$ cat config.mk
export PLATFORM = sky130hd
export DESIGN_NAME = rr_onehot_arbiter
export DESIGN_NICKNAME = d
export VERILOG_FILES = /design/src/rtl/rr_onehot_arbiter.sv
export SDC_FILE = /design/constraint.sdc
export NUM_CORES = 1
export LEC_CHECK = 0
export BUFFER_PORTS_ARGS = -buffer_cell sky130_fd_sc_hd__buf_2
export CORE_UTILIZATION = 55
export CTS_CLUSTER_DIAMETER = 100
export DETAILED_ROUTE_END_ITERATION = 6
export GPL_TIMING_DRIVEN = 1
export PLACE_DENSITY_LB_ADDON = 0.25
export SYNTH_ARGS = -nofsm -noshare
export SYNTH_HDL_FRONTEND = slang
export SYNTH_SLANG_ARGS = --single-unit
$ cat constraint.sdc
create_clock -name clk -period 9.9 [get_ports clk]
set_clock_uncertainty 0.2 [all_clocks]
set_input_delay 0 -clock clk [delete_from_list [all_inputs] [get_ports clk]]
set_output_delay 0 -clock clk [all_outputs]
set_load 0.05 [all_outputs]
$ cat src/rtl/rr_onehot_arbiter.sv
// Round-robin arbiter for 8 requesters with a done handshake and a per-grant hold timeout.
// The grant is presented as a registered index and as a matching one-hot vector.
module rr_onehot_arbiter #(
    parameter int N_REQ    = 8,
    parameter int MAX_HOLD = 16,
    parameter int CNT_W    = 8
) (
    input  logic                       clk,
    input  logic                       rst_n,
    input  logic                       en,
    input  logic [N_REQ-1:0]           req,
    input  logic                       done,
    output logic                       grant_valid,
    output logic [$clog2(N_REQ)-1:0]   grant_idx,
    output logic [N_REQ-1:0]           grant,
    output logic                       timeout
);
    localparam int IW = $clog2(N_REQ);

    typedef enum logic {IDLE, GRANT} state_t;

    state_t           st_q, st_d;
    logic [IW-1:0]    ptr_q, ptr_d;
    logic [CNT_W-1:0] cnt_q, cnt_d;
    logic             gv_d, to_d;
    logic [IW-1:0]    idx_d;
    logic [N_REQ-1:0] gnt_d;

    // Requests rotated so that bit k is requester (ptr + k); lowest set bit wins.
    logic [N_REQ-1:0] rot;
    logic [IW-1:0]    pick_ofs, pick;

    for (genvar k = 0; k < N_REQ; k++) begin : g_rot
        assign rot[k] = req[ptr_q + IW'(k)];
    end

    always_comb begin
        pick_ofs = '0;
        for (int k = N_REQ - 1; k >= 0; k--)
            if (rot[k]) pick_ofs = IW'(k);
        pick = ptr_q + pick_ofs;
    end

    always_comb begin
        st_d  = st_q;
        ptr_d = ptr_q;
        cnt_d = cnt_q;
        gv_d  = grant_valid;
        idx_d = grant_idx;
        gnt_d = grant;
        to_d  = 1'b0;
        case (st_q)
            IDLE: begin
                if (en && (|req)) begin
                    idx_d = pick;
                    gnt_d = {{(N_REQ-1){1'b0}}, 1'b1} << pick;
                    gv_d  = 1'b1;
                    cnt_d = '0;
                    st_d  = GRANT;
                end
            end
            GRANT: begin
                if (!en || done || !req[grant_idx] || cnt_q == CNT_W'(MAX_HOLD - 1)) begin
                    gv_d  = 1'b0;
                    gnt_d = '0;
                    ptr_d = grant_idx + 1'b1;
                    st_d  = IDLE;
                    // Only a pure hold-limit release reports a timeout.
                    to_d  = en && !done && req[grant_idx];
                end else begin
                    cnt_d = cnt_q + 1'b1;
                end
            end
            default: st_d = IDLE;
        endcase
    end

    always_ff @(posedge clk) begin
        if (!rst_n) begin
            st_q        <= IDLE;
            ptr_q       <= '0;
            cnt_q       <= '0;
            grant_valid <= 1'b0;
            grant_idx   <= '0;
            grant       <= '0;
            timeout     <= 1'b0;
        end else begin
            st_q        <= st_d;
            ptr_q       <= ptr_d;
            cnt_q       <= cnt_d;
            grant_valid <= gv_d;
            grant_idx   <= idx_d;
            grant       <= gnt_d;
            timeout     <= to_d;
        end
    end
endmodule

==> results of run 1 <==
## worst max-delay path: cells and delay by family, from the launching register on
family,cells,cell delay (ns)
AO/OA/AOI/OAI,2,0.48
flip-flops,1,0.70
buffers and inverters,2,0.23
AND/OR/NAND/NOR,4,1.06
multiplexers,2,0.74
adder cells (fa/ha/maj),3,1.18
## what timing repair did
item,in CTS,in global routing
hold buffers,3,0
endpoints found under the hold margin,8,0
gates resized for setup,0,0
## cell usage after synthesis (all sizes together), types with 5 or more instances
| cell type | n | area share [%] |
|---|---|---|
| ha | 5 | 3.3 |
| a21oi | 14 | 3.6 |
| mux2i | 7 | 3.6 |
| dfxtp | 25 | 26 |
| nor2 | 26 | 5.2 |
| o21ai | 16 | 4.4 |
| mux4 | 13 | 17 |
| nand3 | 19 | 4.9 |
| a211oi | 5 | 2.6 |
| nand2 | 10 | 2.0 |
| inv | 7 | 1.4 |
| nor2b | 6 | 2.0 |
## where the power goes
group / switching, W / leakage (nW) / internal, W / total [W]
registers: 0.00000804 / 0.203 / 0.000106 / 0.000114
logic: 0.0000620 / 0.604 / 0.0000432 / 0.000105
clock network: 0.0000297 / 0.0150 / 0.0000158 / 0.0000455
total: 0.0000997 / 0.823 / 0.000165 / 0.000265
## cell families after synthesis
kind of cell	Yosys count	share of synthesized area, %
adders and majority gates	6	4.30
and+or+nand+nor	87	23.4
DFF	25	26.0
xor gates and xnor gates	6	2.73
muxes	23	22.2
buffers and inverters	16	3.71
AOI/OAI and AO/OA	46	17.6
## registers in the layout, indices dropped and copies added (netlist names)
| register | count |
|---|---|
| grant | 8 |
| grant_idx | 3 |
| grant_valid | 1 |
| timeout | 1 |
| cnt_q | 8 |
| st_q | 1 |
| ptr_q | 3 |
## per-stage QoR
| step | utilization, % | area (um2) |
|---|---|---|
| floorplan | - | 1920 |
| global placement | 61.9 | 2070 |
| detailed placement | 61.9 | 2070 |
| CTS | 63.6 | 2120 |
| global route | 63.6 | 2120 |
| finish | 63.6 | 2120 |
## cell usage in the layout, fill, tap and decap left out, types with 7 or more instances in the layout
cell type | synthesis | final
mux2i_1 | 7 | 7
nor2_1 | 25 | 25
nand2_1 | 10 | 10
inv_1 | 7 | 7
buf_2 | 3 | 24
dfxtp_1 | 25 | 25
nand3_1 | 19 | 19
a21oi_1 | 14 | 14
mux4_1 | 7 | 7
o21ai_1 | 9 | 9
## layout make-up
type                            count  area share, %
Inverter                            8           1.42
Timing Repair Buffer               28           7.43
Sequential cell                    25           23.6
Tap cell                           46           2.71
Clock buffer                        4           1.24
Multi-Input combinational cell    168           63.6
## path summary, 6_finish.rpt
path / startpoint / end / slack [ns]
setup / recovery: ptr_q[0] / grant[6] / 5.26
hold / removal: en / grant_idx[2] / 0.03
setup reg to reg: ptr_q[0] / grant[6] / 5.26
hold reg to reg: grant[3] / grant[3] / 0.28
## routing by layer
metal / up-vias / track usage [%]
met4: 0 / 6.82
met2: 32 / 42.5
met5: - / 0
met3: 5 / 4.83
met1: 806 / 31.2
li1: 839 / -
==> impl_metrics.yaml, run 1 <==
run_status:
  run_status: "finished clean"
routing:
  dr.pass1.iters: 4
  drc_errors: 0
  routed-wl-met3_um: 143
  vias: 1682
  wirelength_met1_um: 1890
  wl_per_cell_um: 14.9
  highest_layer: "met4"
  drtIter0Drc: 72
  via_per_inst: 6.03
  postRouteWirelength_um: 4150
  postRouteAntennaNets: 0
  route.met2.wl_um: 2070
sta:
  fmax_mhz: 215
  slew_headroom_pct: 37.2
  fin_ws_ns: 5.26
  tightestPinTransition_ns: 0.940
  holdWs_ns: 0.0287
  rsz0062_at_grt: "false"
  setup_violations: 0
  drv_slew: 0
  final.setup.tns_ns: 0
  post-route-period-util_pct: 46.9
  final_hold_viol_count: 0
  layout_min_cycle_time_ns: 4.64
logic_synthesis:
  yosysWarnings: 0
  async_flop_share_pct: 0
  synthesis.nets: 227
  ys_seq_area_share_pct: 26.0
  postSynthAreaPerCell_um2: 9.20
  synth_edf_count: 0
  ys_types: 47
  yosys_register_bits: 25
  netlist_area_mm2: 0.00192
  synthFlopType: "dfxtp_1"
  netlist_instances: 209
power_and_ir_drop:
  ir_drop_uv: 96.6
  p_per_area_mw_per_mm2: 125
  power.leakage_nw: 0.823
  power_w: 0.000265
worst_hold_path:
  worstHoldPathType: "in -> reg"
  whs_path_depth: 5
global_routing:
  track_usage_pct: 24.6
  antenna_found_initial: 0
  grt_first_pass_wirelength_um: 6820
  grt_max_degree: 19
  grt-ovfl-total: 0
  grt_pass1_vias: 1508
finish:
  antenna_cells: 0
  nets: 252
  nFillCells: 307
  finalNonFillerCells: 279
  drive_above_1_share_pct: 19.7
  multi_input_area_mm2: 0.00135
  syn_to_final_growth_pct: 10.4
  ff_latch_area_um2: 500
clocking:
  tritoncts: "built"
  htree_num_levels: 1
  cts_root_buf: "clkbuf_4"
  cts_buffers: 3
  cts_setup_buffers: 0
  worstSkewPairLatency_ns: 0.32
  cts_sinks: 25
  clk_path_buf_depth: 2
  path_clk_slew_ns: 0.13
placed_design:
  globalplace.congestion: 0.834
  portBuffers: 24
  dp_hpwl_um: 3100
  placedCellCount: 272
  dpl_worst_slack_ns: 5.30
critical_path:
  reg2regPathDepth: 13
  max_stage_delay_ns: 0.70
  crit_type: "reg -> reg"
  cp.arrival_ns: 4.72
  crit_fanout: 13
  required_ns: 9.97
  crit_chain: "inv_1, ha_1, mux2i_1, mux4_1, a211o_1, a22oi_1, ha_1, inv_1, fa_1, or4b_2, nor2_1, nand3_1, nand3_1"
  slowest_stage: "dfxtp_1"
  crit_path_start_kind: "flip-flop"
  end_kind: "flip-flop"
die:
  dieWidth_um: 61.1
  core_area_mm2: 0.00334
  ios: 25
  fp.dieArea_mm2: 0.00373
  die_h_um: 61.1
  rows: 21
  initial_core_util_pct: 57.6
run:
  drv_cap: 0
Note: power is estimated with default switching activity, not from simulation.
==> run 2, diff against run 1 <==
- ABC_AREA: default -> 1
- clock period: 9.9 -> 4.85 ns (I/O delays scaled with it)
==> run 2 against run 1 <==
Net effect:
- hold slack got worse by 0.013 ns
- sequential power increased by 110%
- count of clock-buffer cells in the layout decreased by 1
- largest power group is now combinational logic
- register-to-register slack got worse by 4.0 ns
- total power increased by 120%
- routed wire length decreased by 4.6%
- sequential cell count unchanged
- non-clock buffer count decreased by 2
- critical endpoint is now grant[3]
- die area decreased by 5.1%
- critical path type unchanged
- sequential share of layout area increased by 1.4 points
- synthesized cell count increased by 24%
- clock power increased by 110%
==> impl_metrics.yaml, run 2 <==
logic_synthesis:
  synthFlopType: "dfxtp_1"
  synth_top_area_share_pct: 27.5
  netlist_area_mm2: 0.00182
  ys_top_cells_by_area: "dfxtp_1 27%, nand3_1 12%, nand2_1 12%"
  ys_types: 36
  async_flop_share_pct: 0
  synthesis.nets: 278
  synthMostInstantiatedCell: "nand2_1"
  yosysWarnings: 0
  postSynthAreaPerCell_um2: 7.00
  synth_edf_count: 0
  synth_commonest_cells: "57 x nand2_1, 45 x nand3_1, 25 x dfxtp_1"
  yosys.area.top_type: "dfxtp_1"
  ys_seq_area_share_pct: 27.5
  yosys_register_bits: 25
  netlist_instances: 260
worst_hold_path:
  whs_path_depth: 7
  worstHoldPathType: "in -> reg"
power_and_ir_drop:
  power.leakage_nw: 0.880
  p_per_area_mw_per_mm2: 294
  ir_drop_uv: 228
critical_path:
  crit_start: "ptr_q[0]"
  reg2regPathDepth: 19
  cp.arrival_ns: 3.63
  crit_cells: 19
  r2r_end: "grant[3]"
  endpoint: "grant[3]"
  crit_path_start_kind: "flip-flop"
  crit_type: "reg -> reg"
  required_ns: 4.86
  cpLargestDelayFamily: "adder cells"
  crit_chain: "inv_6, ha_1, inv_2, nand3_1, nand3_1, a21oi_1, o21bai_1, nand2_1, nand2_1, a21boi_0, ha_1, inv_1, fa_1, xor2_1, inv_1, nand3_4, nand2_4, nand2_2, a21oi_2"
  crit_fanout: 11
  end_kind: "flip-flop"
  max_stage_delay_ns: 0.62
  reg2reg_slack_ns: 1.23
  critical_path_buf_inv_count: 4
  timing.rr.start: "ptr_q[0]"
  slowest_stage: "dfxtp_1"
sta:
  layout_min_cycle_time_ns: 3.62
  drv_slew: 0
  final_hold_viol_count: 0
  fmax_mhz: 277
  final.setup.tns_ns: 0
  tightestPinTransition_ns: 0.550
  rsz0062_at_grt: "false"
  post-route-period-util_pct: 74.5
  setup_violations: 0
  slew_headroom_pct: 63.1
  holdWs_ns: 0.0154
finish:
  antenna_cells: 0
  nFillCells: 314
  final_cell_mix: "57 x nand2_1, 45 x nand3_1, 25 x dfxtp_1"
  ff_latch_area_um2: 500
  reg.largest.list: "cnt_q (8), grant (8)"
  final_util_pct: 64.5
  syn_to_final_growth_pct: 9.97
  layout_commonest_cell: "nand2_1"
  multi_input_area_mm2: 0.00118
  drive_above_1_share_pct: 27.5
  nets: 303
routing:
  drc_errors: 0
  via_per_inst: 5.37
  wl_per_cell_um: 12.1
  dr.pass1.iters: 4
  postRouteAntennaNets: 0
  postRouteWirelength_um: 3960
  drtIter0Drc: 169
  vias: 1762
global_routing:
  grt-ovfl-total: 0
  grt_first_pass_wirelength_um: 6720
  track_usage_pct: 24.7
  grt_pass1_vias: 1513
  grt_max_degree: 19
  antenna_found_initial: 0
die:
  core_area_mm2: 0.00310
  initial_core_util_pct: 58.7
  fp.dieArea_mm2: 0.00354
  rows: 20
  ios: 25
  die_h_um: 59.5
  dieWidth_um: 59.5
run_status:
  run_status: "finished clean"
placed_design:
  portBuffers: 24
  dp_hpwl_um: 3090
  globalplace.congestion: 0.897
clocking:
  path_clk_slew_ns: 0.14
  cts_root_buf: "clkbuf_4"
  cts_sinks: 25
  clk_path_buf_depth: 2
  post_cts_resized: 0
  worstSkewPairLatency_ns: 0.32
  htree_num_levels: 1
  tritoncts: "built"
  cts_buffers: 3
run:
  drv_cap: 0
-- run 2: final cells by class --
class | instances | share of cell area, %
timing repair buffer | 26 | 7.00
tap | 44 | 2.75
inverter | 23 | 4.56
clock buffer | 3 | 1.13
clock inverter | 1 | 0.375
multi-input combinational | 206 | 59.2
sequential | 25 | 25.0
-- run 2: worst min-delay path by stage --
stage / start / endpoint / slack, ns
3_3_place_gp: rst_n / timeout / 0.13
6_report: en / grant[0] / 0.02
2_1_floorplan: rst_n / timeout / -0.07
3_5_place_dp: rst_n / timeout / 0.12
5_1_grt: en / grant[0] / 0.03
4_1_cts: en / grant[0] / 0.008
-- run 2: metal layers --
layer	vias to the layer above	routed length [um]	track usage [%]
li1	905	-	-
met1	805	1990	35.6
met2	50	1730	39.3
met3	2	222	4.15
met4	0	16	3.65
met5	-	0	0
-- run 2: stage by stage --
stage	instance area, um2	setup WS [ns]	std cells	total power, W
floorplan	1820	1.63	260	0.000448
global placement	1950	1.31	322	0.000492
detailed placement	1950	1.27	322	0.000493
CTS	2000	1.25	328	0.000593
global route	2000	1.01	328	0.000628
finish	2000	1.23	328	0.000588
-- run 2: worst register-to-register path: stages (launching register included) --
cell and delay, ns:
dfxtp_1 0.62, inv_6 0.12, ha_1 0.41, inv_2 0.08, nand3_1 0.10, nand3_1 0.13, a21oi_1 0.17, o21bai_1 0.07
nand2_1 0.05, nand2_1 0.04, a21boi_0 0.17, ha_1 0.18, inv_1 0.05, fa_1 0.36, xor2_1 0.27, inv_1 0.13
nand3_4 0.13, nand2_4 0.09, nand2_2 0.08, a21oi_2 0.05
-- run 2: power breakdown --
group	total (W)	internal [W]	switching [W]
combinational	0.000256	0.0000821	0.000174
clock	0.0000970	0.0000315	0.0000654
sequential	0.000235	0.000218	0.0000165
total	0.000588	0.000332	0.000256
-- run 2: what timing repair did --
item                      4_1_cts  5_1_grt
setup buffers                   0        0
hold endpoints to repair        6        0
hold buffers                    2        0
-- run 2: logic make-up after synthesis --
| group | share of synthesized area [%] |
|---|---|
| flip-flops | 27.5 |
| AO/OA/AOI/OAI | 10.9 |
| AND/OR/NAND/NOR | 44.9 |
| adder cells (fa/ha/maj) | 4.54 |
| buffers and inverters | 7.42 |
| XOR/XNOR | 4.74 |
==> run 3, diff against run 2 <==
- clock period: 4.85 -> 3.61 ns (I/O delays scaled with it)
==> run 3 against run 2 <==
Net effect:
- die area did not move
- count of clock-buffer cells in the layout did not move
- critical path depth did not move
- largest power group unchanged
- global-route usage rose by 0.73 points
- critical path type unchanged
- core utilization rose by 0.81 points
- final area rose by 1.2%
- first-iteration DRC count fell by 18%
- sequential cell count did not move
- total power rose by 36%
==> impl_metrics.yaml, run 3 (synthesis results as in run 2) <==
die:
  fp.dieArea_mm2: 0.00354
  die_h_um: 59.5
  initial_core_util_pct: 58.7
  core_area_mm2: 0.00310
  ios: 25
  rows: 20
  dieWidth_um: 59.5
power_and_ir_drop:
  switchingPower_w: 0.000347
  p_int_w: 0.000450
  ir_drop_uv: 351
  power.leakage_nw: 0.894
  p_clk_share_pct: 16.4
  switching_share_pct: 43.5
  power_w: 0.000797
  pwr-share-comb_pct: 44.6
  p_per_area_mw_per_mm2: 393
  seqPwrFrac_pct: 39.0
finish:
  syn_to_final_growth_pct: 11.3
  nets: 306
  drive_above_1_share_pct: 27.9
  multi_input_area_mm2: 0.00118
  final_cell_mix: "57 x nand2_1, 45 x nand3_1, 25 x dfxtp_1"
  nFillCells: 305
  antenna_cells: 0
  reg.largest.list: "cnt_q (8), grant (8)"
  ff_latch_area_um2: 500
  layout_commonest_cell: "nand2_1"
critical_path:
  crit_fanout: 10
  slowest_stage: "dfxtp_1"
  cp.arrival_ns: 3.37
  reg2regPathDepth: 19
  timing.rr.start: "ptr_q[0]"
  crit_start: "ptr_q[0]"
  end_kind: "flip-flop"
  r2r_end: "grant[0]"
  crit_path_start_kind: "flip-flop"
  max_stage_delay_ns: 0.43
  reg2reg_slack_ns: 0.26
  crit_type: "reg -> reg"
  crit_chain: "inv_6, ha_1, inv_2, nand3_1, nand3_1, a21oi_1, o21bai_1, nand2_1, nand2_1, a21boi_0, ha_1, inv_1, fa_1, xor2_1, inv_1, nand3_4, nand2_4, nand2_2, a21oi_2"
  required_ns: 3.63
placed_design:
  globalplace.congestion: 0.856
  dp_hpwl_um: 3060
  portBuffers: 24
sta:
  fmax_mhz: 298
  slew_headroom_pct: 63.9
  tightestPinTransition_ns: 0.538
  holdWs_ns: 0.0496
  layout_min_cycle_time_ns: 3.35
  post-route-period-util_pct: 92.8
  final_hold_viol_count: 0
  drv_slew: 0
  rsz0062_at_grt: "false"
  setup_violations: 0
  final.setup.tns_ns: 0
routing:
  vias: 1746
  wl_per_cell_um: 11.9
  dr.pass1.iters: 4
  postRouteAntennaNets: 0
  postRouteWirelength_um: 3950
  drc_errors: 0
  via_per_inst: 5.27
  drtIter0Drc: 139
worst_hold_path:
  worstHoldStart: "done"
  hold_end: "cnt_q[7]"
  worstHoldPathType: "in -> reg"
  whs_path_depth: 6
clocking:
  cts_sinks: 25
  cts_root_buf: "clkbuf_4"
  htree_num_levels: 1
  cts_buffers: 3
  post_cts_resized: 0
  worstSkewPairLatency_ns: 0.33
  tritoncts: "built"
  clk_path_buf_depth: 2
  path_clk_slew_ns: 0.14
  cts_setup_buffers: 0
global_routing:
  grt_pass1_vias: 1606
  grt-ovfl-total: 0
  grt_max_degree: 19
  grt_first_pass_wirelength_um: 6960
  antenna_found_initial: 0
  track_usage_pct: 25.4
run_status:
  run_status: "finished clean"
run:
  drv_cap: 0
-- run 3: cell types whose count changed in the layout (fill, tap and decap cells not counted) --
cell           change
buf_4              +2
dlygate4sd3_1      +1
-- run 3: worst max-delay path by stage --
| stage | to | slack, ns | cells after the start |
|---|---|---|---|
| 2_1_floorplan | grant[2] | 0.39 | 20 |
| 3_3_place_gp | grant[7] | 0.37 | 17 |
| 3_5_place_dp | grant[0] | 0.29 | 19 |
| 4_1_cts | grant[0] | 0.27 | 19 |
| 5_1_grt | grant[4] | 0.02 | 18 |
| 6_report | grant[0] | 0.26 | 19 |
-- run 3: power groups by stage --
stage               combinational [W]  sequential [W]  clock [W]
floorplan                    0.000246        0.000356          0
CTS                          0.000356        0.000311   0.000133
global placement             0.000348        0.000317          0
global route                 0.000392        0.000313   0.000147
finish                       0.000355        0.000311   0.000131
detailed placement           0.000352        0.000317          0
-- run 3: final cells by class --
type                       count  share of cell area, %
clock buffer                   3                   1.11
sequential                    25                   24.7
timing repair buffer          29                   8.15
clock inverter                 1                  0.370
inverter                      23                   4.51
multi-input combinational    206                   58.5
tap                           44                   2.72
-- run 3: repair_timing --
item	in CTS	in global routing
hold endpoints to repair	8	0
hold buffers	3	0
setup endpoints to repair	0	0
-- run 3: per-layer routing --
metal / routed length (um) / global-route usage, %
met1: 1960 / 36.0
met2: 1730 / 40.8
met3: 251 / 5.02
met4: 11 / 3.65
met5: 0 / 0
-- run 3: worst max-delay path, delay by kind of cell, from the launching register on --
kind            cells  cell delay [ns]
buf+inv             4             0.34
xor+xnor            1             0.27
compound gates      4             0.46
flops               1             0.43
simple gates        7             0.61
fa+ha+maj           3             0.93
-- run 3: through the flow --
| stage | setup slack, ns | cell area, um2 | std cells | utilization, % |
|---|---|---|---|---|
| after floorplan | 0.394 | 1820 | 260 | - |
| after global routing | 0.0245 | 2030 | 331 | 65.3 |
| after CTS | 0.267 | 2030 | 331 | 65.3 |
| after detailed placement | 0.286 | 1970 | 324 | 63.4 |
| after global placement | 0.373 | 1970 | 324 | 63.4 |
| final | 0.259 | 2030 | 331 | 65.3 |
